[src/rtl/quant_serializer.sv]
// quant_serializer: takes a signed maxpool word and picks an oprec-bit window
// ending at bit msbidx. The window is rounded half-up and saturated, then
// shifted out MSB first as a serial bit stream with valid/done markers.
// A new word may start in the cycle that carries the last bit of the previous one.
module quant_serializer #(
    parameter int N    = 32,
    parameter int IDXW = 5,
    parameter int PRW  = 5
) (
    input  logic            clk,
    input  logic            rst_n,
    input  logic            start,
    input  logic [N-1:0]    I,
    input  logic [IDXW-1:0] msbidx,
    input  logic [PRW-1:0]  oprec,
    output logic            rdy,
    output logic            out,
    output logic            valid,
    output logic            done
);

    // Widest quantized word the precision field can request.
    localparam int QW = (1 << PRW) - 1;
    // Rounding adds one bit of headroom to the input word.
    localparam int RW = N + 1;
    // Saturation bounds need to hold both the rounded input and +/-2^(QW-1).
    localparam int SW = ((RW > QW + 1) ? RW : QW + 1) + 1;

    localparam logic [0:0] IDLE  = 1'b0;
    localparam logic [0:0] SHIFT = 1'b1;

    logic [0:0]            state;
    logic [PRW-1:0]        cnt;     // bits still to present after the current one
    logic [QW-1:0]         sreg;    // remaining bits, left-aligned
    logic                  accept;
    logic                  first_bit;
    logic [QW-1:0]         rest_bits;

    logic [31:0]           msb_c;
    logic [31:0]           prec;
    logic [31:0]           lsb;
    logic signed [RW-1:0]  sum;
    logic signed [SW-1:0]  shifted;
    logic signed [SW-1:0]  hi;
    logic signed [SW-1:0]  lo;
    logic signed [SW-1:0]  sat;
    logic [QW-1:0]         q;
    logic [QW-1:0]         aligned;

    // Ready is a pure function of state: idle, or presenting the last bit.
    assign rdy    = (state == IDLE) || done;
    assign accept = start && rdy && (oprec != '0);

    // Quantize the live inputs: clamp msbidx, round half-up, shift, saturate.
    always_comb begin
        // NOTE: every variable gets a value before any branch, so no latch is inferred.
        msb_c = 32'(msbidx);
        if (msb_c >= 32'(N)) begin
            msb_c = 32'(N - 1);
        end
        prec = 32'(oprec);
        lsb  = (msb_c + 32'd1 >= prec) ? (msb_c + 32'd1 - prec) : 32'd0;

        sum = {I[N-1], I};
        if (lsb != 32'd0) begin
            sum = sum + (RW'(1) << (lsb - 32'd1));
        end
        shifted = SW'(sum >>> lsb);

        hi  = (SW'(1) << (prec - 32'd1)) - SW'(1);
        lo  = -(SW'(1) << (prec - 32'd1));
        sat = shifted;
        if (shifted > hi) begin
            sat = hi;
        end else if (shifted < lo) begin
            sat = lo;
        end

        q         = QW'(sat);
        aligned   = q << (32'(QW) - prec);
        first_bit = aligned[QW-1];
        rest_bits = aligned << 1;
    end

    // Load a new word on acceptance, otherwise shift out the remaining bits.
    always_ff @(posedge clk or negedge rst_n) begin
        if (!rst_n) begin
            state <= IDLE;
            cnt   <= '0;
            // NOTE: the shift register is a handful of flops, so it is reset along with the rest.
            sreg  <= '0;
            out   <= 1'b0;
            valid <= 1'b0;
            done  <= 1'b0;
        end else if (accept) begin
            // NOTE: non-blocking assignments keep every register updating from pre-edge values.
            state <= SHIFT;
            cnt   <= oprec - PRW'(1);
            sreg  <= rest_bits;
            out   <= first_bit;
            valid <= 1'b1;
            done  <= (oprec == PRW'(1));
        end else if ((state == SHIFT) && (cnt != '0)) begin
            cnt   <= cnt - PRW'(1);
            sreg  <= sreg << 1;
            out   <= sreg[QW-1];
            valid <= 1'b1;
            done  <= (cnt == PRW'(1));
        end else begin
            state <= IDLE;
            cnt   <= '0;
            sreg  <= '0;
            out   <= 1'b0;
            valid <= 1'b0;
            done  <= 1'b0;
        end
    end

endmodule

[config.mk]
export PLATFORM = sky130hd
export DESIGN_NAME = quant_serializer
export DESIGN_NICKNAME = d
export VERILOG_FILES = /design/src/rtl/quant_serializer.sv
export SDC_FILE = /design/constraint.sdc
export NUM_CORES = 1
export LEC_CHECK = 0
export CORE_UTILIZATION = 56
export DETAILED_ROUTE_END_ITERATION = 8
export MAX_ROUTING_LAYER = met4
export PLACE_DENSITY_LB_ADDON = 0.15
export REMOVE_ABC_BUFFERS = 1
export SLEW_MARGIN = 20
export SYNTH_ARGS = -nofsm -noshare
export SYNTH_HDL_FRONTEND = slang
export SYNTH_SLANG_ARGS = --single-unit
[constraint.sdc]
create_clock -name clk -period 5.7 [get_ports clk]
set_clock_uncertainty 0.05 [all_clocks]
set_input_delay 1.14 -clock clk [delete_from_list [all_inputs] [get_ports clk]]
set_output_delay 1.14 -clock clk [all_outputs]
set_load 0.01 [all_outputs]
==> results of run 1 <==
==> timing repair <==
| item | in CTS |
|---|---|
| setup buffers | 55 |
| setup endpoints to repair | 31 |
| gates cloned | 1 |
| hold buffers | 0 |
| resized for setup | 350 |
| pin swaps | 121 |
==> metrics by stage <==
step	hold WS [ns]	setup slack, ns
after CTS	0.4235	-5.681
after detailed placement	0.3890	-7.284
after global placement	0.3884	-6.778
after floorplan	0.3757	-9.015
==> kinds of logic after synthesis <==
| logic type | after synthesis | synth area share, % |
|---|---|---|
| xor gates and xnor gates | 53 | 3.474 |
| muxes | 56 | 4.432 |
| DFF | 39 | 7.187 |
| and+or+nand+nor | 846 | 29.23 |
| AOI/OAI and AO/OA | 756 | 38.67 |
| buffers and inverters | 193 | 5.565 |
| adders and majority gates | 123 | 11.44 |
==> routing by layer <==
| layer | track usage (%) | GRT overflow |
|---|---|---|
| met3 | 66.38 | 15 |
| met4 | 91.31 | 147 |
| met5 | - | - |
| met1 | 81.32 | 14 |
| met2 | 98.85 | 227 |
==> impl_results.md, run 1 <==
* IO Pins at around 50
* Ys async rst share at 100.0%
* Most numerous cell in the Yosys netlist: nand2_1
* Average cell area after synthesis at 6.573 um2
* Mapped cell area at 13580 um2
* Initial core utilization at 57.51%
* Clk root buf: clkbuf_16
* Post-DP Area at 19790 um2
* Gr ovfl total at 403
* Flop and latch count out of synthesis at 39
* Largest net degree at the start of global routing at 51
* YS warnings at 0
* Chip width at 157.7 um
* Area leader, netlist: ha_1
* Top cells by count, synth: nand2_1 (247), nor2_1 (230), a21oi_1 (144), o21ai_0 (135), ha_1 (121)
* Cts bufs inserted at 5
* Stop Error: [ERROR GRT-0116] Global routing finished with congestion. Check the congestion regions in the DRC Viewer.
* Stage reached: global routing (5_1_grt)
* GR Util All Layers at 84.38%
* Status: aborted with a tool error
* Clock buffer depth at 2
* First-pass GRT wire length at 157.1 mm
* Yosys cell types at 97
* Clk sink count at 39
* DP Wirelength at 54.82 mm
* Synth Instances at 2066
* Number of port buffers at 48
* Row Count at 56
* Share of the yosys chip area belonging to registers at 7.187%
* Ys flop type: dfrtp_1
* Routability cong. at 1.265
* Most area-consuming cells after synthesis: ha_1 (11%), dfrtp_1 (7.2%), nand2_1 (6.8%)
* CTS HTree Levels at 2
* Placed Cells at 3070
* Post-synth top area share at 11.15%
* Vias in the first global route at ~28000
* Die height at 157.7 um
* EDFF count, synth at 0
==> inputs of run 2 (changes only) <==
--- a/config.mk
+++ b/config.mk
@@ -5,9 +5,8 @@
 export SDC_FILE = /design/constraint.sdc
 export NUM_CORES = 1
 export LEC_CHECK = 0
-export CORE_UTILIZATION = 56
+export CORE_UTILIZATION = 40
 export DETAILED_ROUTE_END_ITERATION = 8
-export MAX_ROUTING_LAYER = met4
 export PLACE_DENSITY_LB_ADDON = 0.15
 export REMOVE_ABC_BUFFERS = 1
 export SLEW_MARGIN = 20
==> impl_results.md, run 2 <==
* GR Util All Layers at 43.04%
* Clock buffer depth at 2 (unchanged)
* Commonest non-fill, non-tap cell in the layout: buf_4
* Pleak at between 0.01 and 0.015 uW
* Largest register FFs at 30
* CP Launch Type: input port
* Crit path top cell by count: buf_4
* Pwr dens at between 300 and 400 nW/um2
* IO Pins at 49 (unchanged)
* Placed Cells at 3270 (+6.5%)
* Top cells by count, synth: nand2_1 (247), nor2_1 (230), a21oi_1 (144), o21ai_0 (135), ha_1 (121)
* Gr ovfl total at 0
* Average cell area after synthesis at 6.573 um2 (unchanged)
* Clk root buf: clkbuf_16
* DP Wirelength at 61.40 mm (+12%)
* Starting DRT DRC Count at 2181
* Vias in the first global route at 19750
* First-pass GRT wire length at 113.6 mm
* Final worst slack at -6.171 ns
* Worst vdd ir at around 0.00018 V
* Pre-CTS setup slack at -7.658 ns (-0.3735 ns)
* Worst-path maximum fanout at 10
* WL/cell at ~24 um
* Routability cong. at 1.074 (-15%)
* Share of the yosys chip area belonging to registers at 7.187% (unchanged)
* Commonest non-fill, non-tap cells in the layout: buf_4 (864), nand2_1 (226), nor2_1 (200), ha_1 (104), a21oi_1 (103)
* Failing checks: DRC, setup timing
* Vias per std cell at 6.319
* Number of port buffers at 48 (unchanged)
* Initial core utilization at 40.60% (-17 points)
* Critical Path AT at 12.03 ns
* Drt total wl at 79.08 mm
* Setup TNS at -184.92 ns
* Final Max Tran Viols at 0
* Initial antenna violation count at 0
* Largest regs: sreg x30, cnt x5
* CTS HTree Levels at 2 (unchanged)
* Layout cells sized above 1 at 45.53%
* Area occupied by multi-input gates at 14110 um2
* Crit-path slowest cell: or4b_4
* Worst Reg2Reg Path Length in Cells at 8
* Post-synth top area share at 11.15% (unchanged)
* Min Tclk post-route at 11.87 ns
* CP Class: in -> reg
* Clock transition at path regs at 0.06 ns
* DRT Pass-1 Iters at 8
* DRC at 2
* Final net count at 3073
* Die height at 186.3 um (+18%)
* R2r startpoint: state
* Synth Instances at 2066 (unchanged)
* Worst Hold Class: reg -> reg
* Critical Path Max Stage Delay at 0.54 ns
* Max-Cap Viols at 0
* Diodes inserted at 0
* Slew at the pin closest to its max-slew limit at 1.134 ns
* HP Start: sreg[1]
* Layout fillers at 2773
* Status: finished, violations left
* Yosys cell types at 97 (unchanged)
* Area delta synth->final at 74.64%
* Hold endpoint: sreg[2]
* Flop and latch count out of synthesis at 39 (unchanged)
* Vias at 21200
* Mapped cell area at 13580 um2 (unchanged)
* Hold Fails Final Rpt at 0
* Setup violations, final at 31
* Antenna-violating nets left at 0
* Most numerous cell in the Yosys netlist: nand2_1
* Crit end category: flop
* Clk sink count at 39 (unchanged)
* EDFF count, synth at 0 (unchanged)
* R2R Setup Slk at a little under 3 ns
* Clk_lat worst skew at 0.29 ns
* Row Count at 67 (+20%)
* Worst reg2reg path endpoint: out
* Crit path from: msbidx[0]
* Req. time, crit path at 5.86 ns
* Slew margin rel. at 23.79%
* Ys flop type: dfrtp_1
* Area leader, netlist: ha_1
* YS warnings at 0 (unchanged)
* Min Hold Slack at approximately 0.41 ns
* Largest net degree at the start of global routing at 50
* Core Area at 33450 um2
* Hold Crit Depth at 2
* Unrepaired setup endpoints after global routing: true
* FMAX at 84.24 MHz
* Chip width at 186.3 um (+18%)
* Util after Layout at 70.90%
* TritonCTS clock tree: built
* Largest Register: sreg
* Final period utilization at 208.3%
* Die ar. at approximately 35000 um2
* Sequential cell area at 975.9 um2
* Ys async rst share at 100.0% (unchanged)
* Non-Filler Instances at about 3400
* Cts bufs inserted at 5 (unchanged)
* Most area-consuming cells after synthesis: ha_1 (11%), dfrtp_1 (7.2%), nand2_1 (6.8%)
run 2: cell counts after synthesis:
Identical to the previous run, type by type.
run 2: layout make-up:
type | instances | area share, %
Multi-Input combinational cell | 1834 | 59.51
Timing Repair Buffer | 968 | 32.37
Sequential cell | 39 | 4.115
Tap cell | 448 | 2.364
Inverter | 57 | 0.9075
Clock buffer | 5 | 0.5276
Clock inverter | 3 | 0.2005
run 2: worst max-delay path by stage:
stage,endpoint,depth (start not counted)
after detailed placement,sreg[22],54
after global placement,sreg[24],52
final,sreg[24],56
after floorplan,sreg[22],46
after CTS,sreg[29],54
after global routing,sreg[13],58
run 2: power breakdown:
part	switching (uW)	leakage (uW)	internal, uW
combinational	3430	0.0102	3020
sequential	43.5	0.000522	361
clock	119	0.0000844	209
run 2: critical path, delay by kind of cell:
family / cells / cell delay (ns)
compound gates: 18 / 2.96
fa+ha+maj: 5 / 1.42
buf+inv: 12 / 1.62
mux: 2 / 0.82
simple gates: 19 / 4.00
run 2: per-layer routing:
metal  vias to the layer above  wire [um]  global-route usage, %
met4                         0       7448                  33.02
met5                         -          0                      0
met2                      1183      36300                  72.61
met3                       370       5452                  5.121
li1                       9589          -                      -
met1                     10050      29880                  49.81
run 2: cells by family (layout without fill, tap and decap cells):
family                   after synthesis  in the layout  synth area share (%)
multiplexers                          56             56                 4.432
flip-flops                            39             39                 7.187
AND/OR/NAND/NOR                      846            846                 29.23
buffers and inverters                193           1033                 5.565
AO/OA/AOI/OAI                        756            756                 38.67
adder cells (fa/ha/maj)              123            123                 11.44
XOR/XNOR                              53             53                 3.474
run 2: repair_timing:
action,in CTS,in global routing
gates cloned,0,2
buffers inserted,42,46
pin swaps,106,111
setup endpoints to repair,31,31
hold buffers,0,0
gates resized for setup,284,274
run 2: through the flow:
stage | total power, uW | cell area, um2
after floorplan | 2749 | 13040
after global placement | 5579 | 20510
after detailed placement | 5623 | 20510
after CTS | 6450 | 22080
after global routing | 7536 | 23720
final | 7182 | 23720
Power figures use the tool's default switching activity.
==> inputs of run 3 (changes only) <==
--- a/config.mk
+++ b/config.mk
@@ -6,7 +6,9 @@
 export NUM_CORES = 1
 export LEC_CHECK = 0
 export CORE_UTILIZATION = 40
+export CTS_CLUSTER_DIAMETER = 200
 export DETAILED_ROUTE_END_ITERATION = 8
+export HOLD_SLACK_MARGIN = 0.03
 export PLACE_DENSITY_LB_ADDON = 0.15
 export REMOVE_ABC_BUFFERS = 1
 export SLEW_MARGIN = 20
==> results of run 3 <==
The final DEF is identical to that of run 2; final timing and power are the same.
